<file path="config.mk">
export PLATFORM = sky130hd
export DESIGN_NAME = roteador_arbitrado
export DESIGN_NICKNAME = d
export VERILOG_FILES = /design/src/rtl/roteador_pkg.sv /design/src/rtl/arbitro_rr.sv /design/src/rtl/roteador_arbitrado.sv
export SDC_FILE = /design/constraint.sdc
export NUM_CORES = 1
export LEC_CHECK = 0
export ABC_AREA = 1
export CAP_MARGIN = 20
export CORE_UTILIZATION = 45
export DETAILED_ROUTE_END_ITERATION = 8
export HOLD_SLACK_MARGIN = 0.02
export PLACE_DENSITY = 0.8
export SETUP_SLACK_MARGIN = 0.02
export SLEW_MARGIN = 20
export SYNTH_ARGS = -nofsm -noshare
export SYNTH_HDL_FRONTEND = slang
export SYNTH_SLANG_ARGS = --single-unit
</file>
<file path="constraint.sdc">
create_clock -name clock -period 2.6 [get_ports clock]
set_input_delay 0.26 -clock clock [delete_from_list [all_inputs] [get_ports clock]]
set_output_delay 0.26 -clock clock [all_outputs]
set_load 0.02 [all_outputs]
</file>
<file path="src/rtl/roteador_pkg.sv">
// Shared types and constants for the arbitrated N-input packet router.
package roteador_pkg;

    typedef enum logic {OCIOSO, TRANSMITINDO} estado_t;

    localparam logic MODO_FIXO = 1'b0;
    localparam logic MODO_RR   = 1'b1;

endpackage

</file>
<file path="src/rtl/arbitro_rr.sv">
// Combinational round-robin picker: first requesting channel searching upward
// from ptr+1, wrapping modulo N_IN.
module arbitro_rr #(
    parameter int N_IN = 4,
    parameter int SW   = $clog2(N_IN)
) (
    input  logic [N_IN-1:0] req,
    input  logic [SW-1:0]   ptr,
    output logic [SW-1:0]   winner,
    output logic            found
);

    logic [SW-1:0] idx;

    always_comb begin
        winner = '0;
        found  = 1'b0;
        idx    = '0;
        // ptr itself is visited last, so the previous owner has lowest priority
        for (int i = 1; i <= N_IN; i++) begin
            idx = SW'((int'(ptr) + i) % N_IN);
            if (!found && req[idx]) begin
                found  = 1'b1;
                winner = idx;
            end
        end
    end

endmodule

</file>
<file path="src/rtl/roteador_arbitrado.sv">
// N-input packet router: fixed or round-robin selection, packet-level lock,
// single registered output stage.
module roteador_arbitrado
    import roteador_pkg::*;
#(
    parameter int WIDTH = 4,
    parameter int N_IN  = 4
) (
    input  logic                      clock,
    input  logic                      reset_n,
    input  logic [N_IN-1:0]           in_valid,
    input  logic [N_IN*WIDTH-1:0]     in_data,
    input  logic [N_IN-1:0]           in_last,
    output logic [N_IN-1:0]           in_ready,
    input  logic                      modo,
    input  logic [$clog2(N_IN)-1:0]   sel,
    output logic                      out_valid,
    output logic [WIDTH-1:0]          out_data,
    output logic                      out_last,
    input  logic                      out_ready,
    output logic [$clog2(N_IN)-1:0]   grant,
    output logic                      busy
);

    localparam int SW = $clog2(N_IN);

    estado_t          estado, estado_prox;
    logic [SW-1:0]    ptr, ptr_prox;
    logic [SW-1:0]    grant_prox;
    logic [SW-1:0]    rr_winner;
    logic             rr_found;
    logic             pode_aceitar;
    logic             transfer;
    logic [WIDTH-1:0] canal_data [N_IN];

    for (genvar g = 0; g < N_IN; g++) begin : g_unpack
        assign canal_data[g] = in_data[g*WIDTH +: WIDTH];
    end

    arbitro_rr #(
        .N_IN (N_IN),
        .SW   (SW)
    ) u_arbitro (
        .req    (in_valid),
        .ptr    (ptr),
        .winner (rr_winner),
        .found  (rr_found)
    );

    assign pode_aceitar = !out_valid || out_ready;
    assign busy         = (estado == TRANSMITINDO);

    always_comb begin
        estado_prox = estado;
        grant_prox  = grant;
        ptr_prox    = ptr;
        in_ready    = '0;
        transfer    = 1'b0;
        case (estado)
            OCIOSO: begin
                if (modo == MODO_RR) begin
                    if (rr_found) begin
                        grant_prox  = rr_winner;
                        ptr_prox    = rr_winner;
                        estado_prox = TRANSMITINDO;
                    end
                end else if (in_valid[sel]) begin
                    grant_prox  = sel;
                    estado_prox = TRANSMITINDO;
                end
            end
            TRANSMITINDO: begin
                in_ready[grant] = pode_aceitar;
                transfer        = in_valid[grant] && pode_aceitar;
                if (transfer && in_last[grant]) begin
                    estado_prox = OCIOSO;
                end
            end
            default: estado_prox = OCIOSO;
        endcase
    end

    always_ff @(posedge clock or negedge reset_n) begin
        if (!reset_n) begin
            estado <= OCIOSO;
            grant  <= '0;
            ptr    <= SW'(N_IN - 1);
        end else begin
            estado <= estado_prox;
            grant  <= grant_prox;
            ptr    <= ptr_prox;
        end
    end

    // Data/last only change on a load, so they stay stable under backpressure
    always_ff @(posedge clock or negedge reset_n) begin
        if (!reset_n) begin
            out_valid <= 1'b0;
            out_data  <= '0;
            out_last  <= 1'b0;
        end else if (transfer) begin
            out_valid <= 1'b1;
            out_data  <= canal_data[grant];
            out_last  <= in_last[grant];
        end else if (out_ready) begin
            out_valid <= 1'b0;
        end
    end

endmodule
</file>
==> key figures <==
Worst setup path
  – Critical Path AT: 2.00 ns
  – Cell mode on critical path: nor2_1
  – Worst-path fanout max: 15
  – CP cell instances: nor2_1 > inv_1 > nor2_1 > clkdlybuf4s50_1
  – Worst-case reg-to-reg path depth: 11
  – Worst setup startpoint: grant[1]
  – Crit. End Element: primary output
  – Worst R2R Setup Slack: 0.90 ns
  – Slowest CP cell: clkdlybuf4s50_1
  – Critical Path RT: approximately 2.3 ns
  – Worst r2r src: ptr[0]
  – Startpoint types: register
  – Max incr delay on CP: slightly above 0.6 ns
  – Critical R2R Capture: grant[1]
  – WS Path Type: register to primary output

Power
  – Static leakage: 0.708 nW
  – Comb power frac: 69.4%
  – Worst vdd ir: roughly 0.86 mV
  – Design Power: 1.70 mW
  – Int Power: 0.798 mW
  – Reg power frac: a little under a quarter
  – Switch share: 53.0%
  – Clock power share: 7.0%
  – Net load switching power: 0.899 mW
  – Power Density: roughly 1200 nW/µm²

Floorplanning
  – Initial Util: between 40% and 50%
  – Die Y: around 50 µm
  – Site Rows: 16
  – Total core area: roughly 2000 µm²
  – Top Ports: between 40 and 50
  – Die Wd: 49.2 µm
  – Die area: about 2400 µm²

Clock tree
  – Clk_lat worst skew: 0.27 ns
  – TritonCTS clock tree: done
  – Post-CTS Setup Bufs: 0
  – Clk slew on worst S/H paths: 0.07 ns
  – TritonCTS Sinks: 11
  – H-Tree Depth: 1
  – Inserted Clock Buffers: 3
  – CTS root buf: clkbuf_4
  – Post-CTS sizing: 0
  – Max clock buf depth: 2
  – Post-CTS Hold Buffers: 0

GRT
  – All-Layer GR Usage: 24.0%
  – Initial antenna violation count: 0
  – Largest net degree at the start of global routing: 16
  – First-pass GRT wire length: approximately 4.5 mm
  – Vias in the first global route: 1,104
  – Total congestion overflow: 0

Cells and area
  – # diodes: 0
  – Non-filler cells, final: 233
  – Layout net count: about 240
  – Layout Utilization: 72.2%
  – Share of layout cells above drive strength 1: 11.7%
  – # fillers: about 160
  – Synth-to-layout area growth: 45.9%

STA
  – Final worst path period share: 87.1%
  – Final hold vios: 0
  – Slew headroom: around two thirds
  – Fmax: 442 MHz
  – Final min period: 2.26 ns
  – # setup viols final: 0
  – Final count of pins violating max slew: 0
  – Worst Tran Pin Value: 0.483 ns
  – Layout Skew: 0.00608 ns
  – Final setup TNS: 0 ns
  – RSZ-0062 raised after global routing: no

Placed design
  – Number of port buffers: 42
  – Placed Cells: between 200 and 250
  – Post-DP HPWL: 2.17 mm
  – GPL Wtd Cong: 0.821

Synth
  – Synth top area share: 22.5%
  – Distinct cell type count after synthesis: 22
  – Mean Syn Cell Area: 6.14 µm²
  – Yosys Warn Count: 0
  – Post-Syn Instances: 163
  – Area leader, netlist: dfrtp_1
  – Yosys reg bits: 11
  – Netlist Area Pre-Place: 1000 µm²
  – Largest cells by area after synthesis: dfrtp_1 (23%), nand2_1 (20%), nand3_1 (13%)
  – Post-Synthesis Net Count: 193
  – Register area share after synthesis: 27.7%

Route
  – DRC viols: 0
  – DRT Pass-1 Iters: 4
  – WL final: roughly 2.7 mm
  – Via Count: 1,200
  – Iter 0 DRT Violations: 25
  – WL per Instance: roughly 11 µm
  – Post-route ant nets: 0
  – Vias per cell: 5.15

Status
  – Status: finished clean

Flow run
  – Max-cap viol count: 0

Min path
  – Type of the tightest min-delay check: input port to async pin
synthesized netlist by cell type:
cell and n:
o22ai_1 2, inv_1 14, nand3_1 25, buf_6 1
o21ai_2 1, nand2_4 4, nand2_1 54, inv_6 1
nand3_2 1, o21ai_1 2, dfrtp_1 9, nor2_1 16
o211ai_1 1, buf_2 2, dfstp_2 2, a21oi_1 7
o21ai_0 3, nand4_1 5, inv_2 4, nor2_4 1
nand3b_1 1, nand2_2 7
cells in the final DEF, fill, tap and decap left out, types with 2 or more instances in the layout:
cell type	Yosys	final
nor2_1	16	16
inv_1	14	14
clkbuf_4	0	3
nand2_4	4	4
dfrtp_1	9	9
dfstp_2	2	2
nand3_1	25	25
o21ai_1	2	2
nand2_2	7	7
nand4_1	5	5
o22ai_1	2	2
clkdlybuf4s50_1	0	42
inv_2	4	4
a21oi_1	7	7
nand2_1	54	54
o21ai_0	3	3
sequential cells by signal (all words and copies together) (netlist names):
register,cells
out_last,1
grant,2
ptr,2
out_valid,1
busy,1
out_data,4
worst max path at each step:
stage | slack, ns | cells past startpoint | end
4_1_cts | 0.34 | 4 | in_ready[0]
5_1_grt | 0.22 | 4 | in_ready[0]
6_report | 0.34 | 4 | in_ready[0]
2_1_floorplan | 1.09 | 12 | grant[1]
3_3_place_gp | 0.61 | 6 | in_ready[0]
3_5_place_dp | 0.59 | 6 | in_ready[3]
per-layer routing:
metal	vias to the layer above	track usage, %	routed length [µm]
li1	620	-	-
met1	547	26.8	1120
met2	31	46.6	1420
met3	2	5.30	115
met4	0	2.94	17
met5	-	0	0
cells by family (layout without fill, tap and decap cells):
| logic type | Yosys count | in the layout | share of synthesized area, % |
|---|---|---|---|
| and+or+nand+nor | 114 | 114 | 53.6 |
| buffers and inverters | 22 | 65 | 9.75 |
| AOI/OAI and AO/OA | 16 | 16 | 8.87 |
| DFF | 11 | 11 | 27.8 |
critical path, delay by kind of cell, from the launching register on:
kind	cells	cell delay, ns
flip-flops	1	0.55
AND/OR/NAND/NOR	2	0.47
buffers and inverters	2	0.71
power by group through the flow:
stage / clock network, mW / registers (mW) / logic [mW]
2_1_floorplan: 0 / 0.411 / 0.803
4_1_cts: 0.119 / 0.398 / 1.18
5_1_grt: 0.127 / 0.414 / 1.31
6_report: 0.120 / 0.400 / 1.18
3_3_place_gp: 0 / 0.394 / 1.15
3_5_place_dp: 0 / 0.400 / 1.18
per-stage QoR:
stage / worst slack (ns) / instance area (µm²) / hold WS (ns)
final: 0.336 / 1460 / 0.309
after global placement: 0.609 / 1430 / 0.466
after global routing: 0.217 / 1460 / 0.365
after CTS: 0.341 / 1460 / 0.338
after floorplan: 1.09 / 1000 / -0.0356
after detailed placement: 0.594 / 1430 / 0.468
area by class of cell:
type	count	area [µm²]	share of cell area (%)
multi-input combinational	130	626	42.8
inverter	19	76.3	5.23
clock buffer	4	26.3	1.80
tap	27	33.8	2.31
timing repair buffer	42	420	28.8
sequential	11	278	19.0
(Power assumes the default switching activity.)
